`src/rtl/pipe_adder_pkg.sv`:
```
// Shared constants and stage-count helper for the chunked pipelined adder.
package pipe_adder_pkg;

   localparam int DEF_WIDTH = 8;
   localparam int DEF_CHUNK = 4;

   function automatic int nstage(input int width, input int chunk);
      return width / chunk;
   endfunction

endpackage

```
`src/rtl/adder_chunk_stage.sv`:
```
// One CHUNK-bit slice of the carry pipeline: registered sum, carry and valid.
module adder_chunk_stage
   import pipe_adder_pkg::*;
#(
   parameter int CHUNK = DEF_CHUNK
) (
   input  logic             clk,
   input  logic             rst,
   input  logic             en_i,
   input  logic             vld_i,
   input  logic [CHUNK-1:0] a_i,
   input  logic [CHUNK-1:0] b_i,
   input  logic             c_i,
   output logic             vld_o,
   output logic [CHUNK-1:0] s_o,
   output logic             c_o
);

   logic             vld_d, vld_q;
   logic             c_d, c_q;
   logic [CHUNK-1:0] s_d, s_q;

   always_comb begin
      vld_d      = vld_i;
      {c_d, s_d} = {1'b0, a_i} + {1'b0, b_i} + {{CHUNK{1'b0}}, c_i};
   end

   always_ff @(posedge clk or posedge rst) begin
      if (rst) begin
         vld_q <= 1'b0;
         c_q   <= 1'b0;
         s_q   <= '0;
      end else if (en_i) begin
         vld_q <= vld_d;
         c_q   <= c_d;
         s_q   <= s_d;
      end
   end

   assign vld_o = vld_q;
   assign s_o   = s_q;
   assign c_o   = c_q;

endmodule

```
`src/rtl/pipe_nbit_adder.sv`:
```
// Pipelined ripple adder, one CHUNK per stage, skewed operands, de-skewed sum.
// Define ADDER_SUB_EN to add the sub port (a - b - cin, cout = no borrow).
module pipe_nbit_adder
   import pipe_adder_pkg::*;
#(
   parameter int WIDTH = DEF_WIDTH,
   parameter int CHUNK = DEF_CHUNK
) (
   input  logic             clk,
   input  logic             rst,
   input  logic             in_valid,
   output logic             in_ready,
   input  logic [WIDTH-1:0] a,
   input  logic [WIDTH-1:0] b,
   input  logic             cin,
`ifdef ADDER_SUB_EN
   input  logic             sub,
`endif
   output logic             out_valid,
   input  logic             out_ready,
   output logic [WIDTH-1:0] sum,
   output logic             cout,
   output logic             ovf
);

   localparam int NSTAGE = nstage(WIDTH, CHUNK);
   localparam int LAST   = NSTAGE - 1;

   logic             adv;
   logic [WIDTH-1:0] b_eff;
   logic             c_eff;

   logic [WIDTH-1:0] a_st  [NSTAGE];
   logic [WIDTH-1:0] b_st  [NSTAGE];
   logic [WIDTH-1:0] lo_st [NSTAGE];
   logic [CHUNK-1:0] s_st  [NSTAGE];
   logic             c_st  [NSTAGE];
   logic             v_st  [NSTAGE];

   assign adv      = out_ready | ~out_valid;
   assign in_ready = adv;

`ifdef ADDER_SUB_EN
   // Inverted B travels with its transaction, so sub needs no own register.
   assign b_eff = sub ? ~b : b;
   assign c_eff = sub ? ~cin : cin;
`else
   assign b_eff = b;
   assign c_eff = cin;
`endif

   for (genvar k = 0; k < NSTAGE; k++) begin : g_st
      logic [WIDTH-1:0] a_d, b_d, lo_d;
      logic [WIDTH-1:0] a_q, b_q, lo_q;
      logic             c_d, v_d;

      if (k == 0) begin : g_first
         assign a_d  = a;
         assign b_d  = b_eff;
         assign lo_d = '0;
         assign c_d  = c_eff;
         assign v_d  = in_valid;
      end else begin : g_next
         assign a_d  = a_st[k-1];
         assign b_d  = b_st[k-1];
         assign lo_d = lo_st[k-1] |
                       (WIDTH'(s_st[k-1]) << ((k-1)*CHUNK));
         assign c_d  = c_st[k-1];
         assign v_d  = v_st[k-1];
      end

      always_ff @(posedge clk or posedge rst) begin
         if (rst) begin
            a_q  <= '0;
            b_q  <= '0;
            lo_q <= '0;
         end else if (adv) begin
            a_q  <= a_d;
            b_q  <= b_d;
            lo_q <= lo_d;
         end
      end

      assign a_st[k]  = a_q;
      assign b_st[k]  = b_q;
      assign lo_st[k] = lo_q;

      adder_chunk_stage #(
         .CHUNK (CHUNK)
      ) u_stage (
         .clk   (clk),
         .rst   (rst),
         .en_i  (adv),
         .vld_i (v_d),
         .a_i   (a_d[k*CHUNK +: CHUNK]),
         .b_i   (b_d[k*CHUNK +: CHUNK]),
         .c_i   (c_d),
         .vld_o (v_st[k]),
         .s_o   (s_st[k]),
         .c_o   (c_st[k])
      );
   end

   assign out_valid = v_st[LAST];
   assign sum       = lo_st[LAST] | (WIDTH'(s_st[LAST]) << (LAST*CHUNK));
   assign cout      = c_st[LAST];
   assign ovf       = (a_st[LAST][WIDTH-1] == b_st[LAST][WIDTH-1]) &
                      (sum[WIDTH-1] != a_st[LAST][WIDTH-1]);

   // Only the sign bits of the final operand copies feed the result.
   logic unused_ok;
   assign unused_ok = ^{a_st[LAST][WIDTH-2:0], b_st[LAST][WIDTH-2:0]};

endmodule

```
`config.mk`:
```
export PLATFORM = sky130hd
export DESIGN_NAME = pipe_nbit_adder
export DESIGN_NICKNAME = d
export VERILOG_FILES = /design/src/rtl/pipe_adder_pkg.sv /design/src/rtl/adder_chunk_stage.sv /design/src/rtl/pipe_nbit_adder.sv
export SDC_FILE = /design/constraint.sdc
export NUM_CORES = 1
export LEC_CHECK = 0
export ABC_AREA = 1
export ABC_CLOCK_PERIOD_IN_PS = 1900
export CORE_MARGIN = 2
export CORE_UTILIZATION = 48
export DETAILED_ROUTE_END_ITERATION = 7
export GPL_ROUTABILITY_DRIVEN = 0
export GPL_TIMING_DRIVEN = 0
export PLACE_DENSITY = 0.78
export SETUP_SLACK_MARGIN = 0.15
export SLEW_MARGIN = 20
export SYNTH_ARGS = -nofsm -noshare
export SYNTH_HDL_FRONTEND = slang
export SYNTH_SLANG_ARGS = --single-unit
```
`constraint.sdc`:
```
create_clock -name clk -period 1.9 [get_ports clk]
set_input_delay 0.19 -clock clk [delete_from_list [all_inputs] [get_ports clk]]
set_output_delay 0.19 -clock clk [all_outputs]
set_load 0.05 [all_outputs]
```
# Yosys cells after proc, flatten, opt, wreduce, memory -nomap -nowiden
# Cells that the tools add are included.
# word_totals
regBits	48
inputBits	21
out_inout_bits	12
word_cells	21
# classes
addsub	4
n_eq_ne	2
bitwise_logic	4
# op_table
op	n
$add A4 B4 Y5	2
$add A5 B1 Y5	2
$or A4 B8 Y8	1
$and A1 B1 Y1	1
$eq A1 B1 Y1	1
$ne A1 B1 Y1	1
$not A1 Y1	1
$or A1 B1 Y1	1

# Logic depth before layout (Yosys ltp)
# logic_depth
ltp_word	3
depth_mapped	8
depth_no_buf	8

# Modules after synthesis
# From an unflattened synthesis, not the netlist that was laid out.
# hier_totals
cells_unflattened	163
area_unflattened_um2	1367.6
# modules_own_cells
module	n_inst	cells_each	area_per_inst_um2	seq_area_each_um2
adder_chunk_stage	2	46	385.4	150.1
pipe_nbit_adder	1	71	596.8	350.3

# Worst setup path after synthesis
# OpenSTA, ideal clock, no wires.
# synth_path
kind	register -> output
from	reg g_st[1].u_stage.s_q[3]
to	out ovf
arrival_ns	1.460
t_required_ns	1.710
setup_slack_ns	0.250
stages_incl_launch_ff	3
n_path_buf	0
cell_sequence	dfrtp_1 > o21a_1 > nor2_1
# synth_between
elab_chain_cells	3
# synth_lines
item	line	source
start, declared	adder_chunk_stage.sv:21	logic [CHUNK-1:0] s_d, s_q;
start signal, assigned	adder_chunk_stage.sv:32	s_q <= '0;
start signal, assigned	adder_chunk_stage.sv:36	s_q <= s_d;
$or A4 B8 Y8	pipe_nbit_adder.sv:105	assign sum = lo_st[LAST] | (WIDTH'(s_st[LAST]) << (LAST*CHUNK));
$ne A1 B1 Y1	pipe_nbit_adder.sv:108	(sum[WIDTH-1] != a_st[LAST][WIDTH-1]);
$and A1 B1 Y1	pipe_nbit_adder.sv:107	assign ovf = (a_st[LAST][WIDTH-1] == b_st[LAST][WIDTH-1]) &
end, declared	pipe_nbit_adder.sv:23	output logic ovf
# No other way between the ends.

# Final worst setup path
# layout_path
from	reg g_st[1].u_stage.s_q[0]
to	out sum[4]
# layout_between
elab_chain_cells	1
# layout_lines
item	line	source
$or A4 B8 Y8	pipe_nbit_adder.sv:105	
end, declared	pipe_nbit_adder.sv:21	output logic [WIDTH-1:0] sum,
# No other way between the ends.

==> reports/metrics.yaml <==
grt-ovfl-total: 0
drv_slew: 0
syn_nets: 179
synth_largest_area_cell: "dfrtp_1"
yosys.area_share.simple_pct: 19.9
die_h_um: 56.8
cp_top_family: "buffers and inverters"
port_buffers: 32
outcome: "finished, final reports clean"
finalCritPeriodShare_pct: 90.1
finalSetupTns_ns: 0
synth_area_um2: 1340
seq_area_um2: 651
antenna_cells: 0
r2r_cells: 8
synth_mux_area_share_pct: 0
crit_required_ns: 1.71
syn_to_final_growth_pct: 30.1
totalWireLength_um: 2640
multi_input_area_um2: 561
yosysTopAreaCellShare_pct: 48.7
final_cell_mix: "nand2_1 (52), clkdlybuf4s50_1 (28), dfrtp_1 (26)"
drv_cap: 0
hold_buffers: 0
power_frac_comb_pct: 43.7
swShare_pct: 41.3
syn_area_per_cell_um2: 9.03
start_util_pct: 49.3
fillers: 241
end_kind: "output pin"
cts_tree: "yes"
clock_sinks: 26
tritoncts.num_buffers: 3
final_common_cell: "nand2_1"
wire_per_inst_um: 12.3
skew_ns: 0.00412
finalHoldViolations: 0
synth_top_family_by_area: "simple AND/OR/NAND/NOR gates"
worstSetupPathDepth: 1
htree_levels: 1
setup_viol: 0
power_w: 0.00183
cp_num_buf_inv: 1
boundaryPins: 33
drc: 0
synthTopCellsByArea: "dfrtp_1 (49%), nand2_1 (15%), fa_1 (6.0%)"
grtUsageTotal_pct: 19.2
cp_cell_sequence: "clkdlybuf4s50_1"
ys_seq_elements: 26
synth_seq_area_share_pct: 48.7
dr.pass1.iters: 4
ant_nets: 0
slew_headroom_pct: 37.8
drt_iter0_markers: 17
p_sw_w: 0.000758
rsz0062_at_grt: "yes"
vias_per_cell: 4.96
core_area_um2: 2710
critPathKind: "reg2out"
p_clk_share_pct: 15.8
hpwl_um: 2030
ir_worst_vdd_mv: 0.644
cpPeakStageDelay_ns: 0.80
drive_gt1_share_pct: 13.0
cts_buffer_depth: 2
clock_latency_ns: 0.33
tightest_slew_ns: 0.927
p_int_w: 0.00108
antenna_found_initial: 0
dieArea_um2: 3220
yosysUniqueCellTypes: 17
powerDensity_nw_per_um2: 1060
synth_compound_gate_area_share_pct: 10.3
cts-root-buf: "clkbuf_4"
cpMaxStageDelayCell: "clkdlybuf4s50_1"
syn_inst: 148
clk_pin_slew_ns: 0.15
num_rows: 19
fin_crit_ns: 1.71
ys_warn_count: 0
max_freq_mhz: 584
die_w_um: 56.8
hp-class: "in2async"
worstPathMaxFanout: 2
grt_max_degree: 27
final_nets: 216
power.leakage_nw: 0.885
num_vias: 1066
grt_pass1_vias: 1112
worstPathArrival_ns: 1.52
grt_pass1_wl_um: 4800
synthXorXnorAreaFrac_pct: 0
p_seq_share_pct: 40.5
startpoint_type: "register"
synth_fa_ha_area_share_pct: 11.6
area by class of cell:
class / count / share of cell area [%]
Inverter: 21 / 4.54
Buffer: 5 / 2.81
Multi-Input combinational cell: 96 / 32.3
Sequential cell: 26 / 37.4
Timing Repair Buffer: 32 / 18.6
Tap cell: 31 / 2.23
Clock buffer: 4 / 2.09
power by group through the flow:
stage | combinational (W) | sequential [W] | clock (W)
after floorplan | 0.000318 | 0.000973 | 0
after global placement | 0.000796 | 0.000746 | 0
after detailed placement | 0.000815 | 0.000756 | 0
after CTS | 0.000808 | 0.000743 | 0.000290
after global routing | 0.000875 | 0.000763 | 0.000307
final | 0.000801 | 0.000743 | 0.000290
through the flow:
step / hold WS (ns) / instances / setup slack, ns / cell area (µm²) / util (%)
finish: 0.230 / 215 / 0.189 / 1740 / 64.1
global route: 0.304 / 215 / 0.139 / 1740 / 64.1
CTS: 0.397 / 215 / 0.172 / 1730 / 63.9
detailed placement: 0.467 / 211 / -0.0856 / 1700 / 62.6
global placement: 0.448 / 211 / -0.0732 / 1700 / 62.6
floorplan: 0.230 / 148 / 0.250 / 1340 / -
cell usage after synthesis (all sizes together):
| cell | number |
|---|---|
| nand3 | 7 |
| ha | 6 |
| nor2 | 6 |
| fa | 4 |
| o21a | 1 |
| dfrtp | 26 |
| a21oi | 5 |
| inv | 21 |
| buf | 5 |
| o21ai | 15 |
| nand2 | 52 |
path summary, 6_finish.rpt:
path	from	endpoint	slack (ns)
min	rst	g_st[1].lo_q[0]$_DFFE_PP0P_	0.23
max	g_st[1].u_stage.s_o[0]$_DFFE_PP0P_	sum[4]	0.19
min reg2reg	g_st[0].u_stage.vld_o$_DFFE_PP0P_	g_st[1].u_stage.vld_o$_DFFE_PP0P_	0.50
min in group clk	a[6]	g_st[0].a_q[6]$_DFFE_PP0P_	0.40
max reg2reg	g_st[0].u_stage.c_o$_DFFE_PP0P_	g_st[1].u_stage.c_o$_DFFE_PP0P_	0.29
max in group asynchronous	rst	g_st[0].b_q[7]$_DFFE_PP0P_	1.24
cell families after synthesis:
family,Yosys count
flops,26
buf+inv,26
simple gates,65
fa+ha+maj,10
compound gates,21
per-layer routing:
metal	wire length [µm]	share of wire [%]	GRT usage (%)	up-vias
li1	-	-	-	525
met1	1160	44	23.9	511
met2	1340	51	33.2	25
met3	80	3.0	2.30	5
met4	54	2.0	8.97	0
met5	0	0	0	-
repair_timing:
action	4_1_cts	5_1_grt
endpoints found under the setup margin	3	3
resized for setup	7	3
buffers inserted	0	0
pin swaps	0	1
flip-flops by register name (all words and copies together) (netlist names):
signal              flops
g_st.a_q                5
g_st.b_q                5
g_st.lo_q               4
g_st.u_stage.c_o        2
g_st.u_stage.s_o        8
g_st.u_stage.vld_o      2
Power figures use the tool's default switching activity.
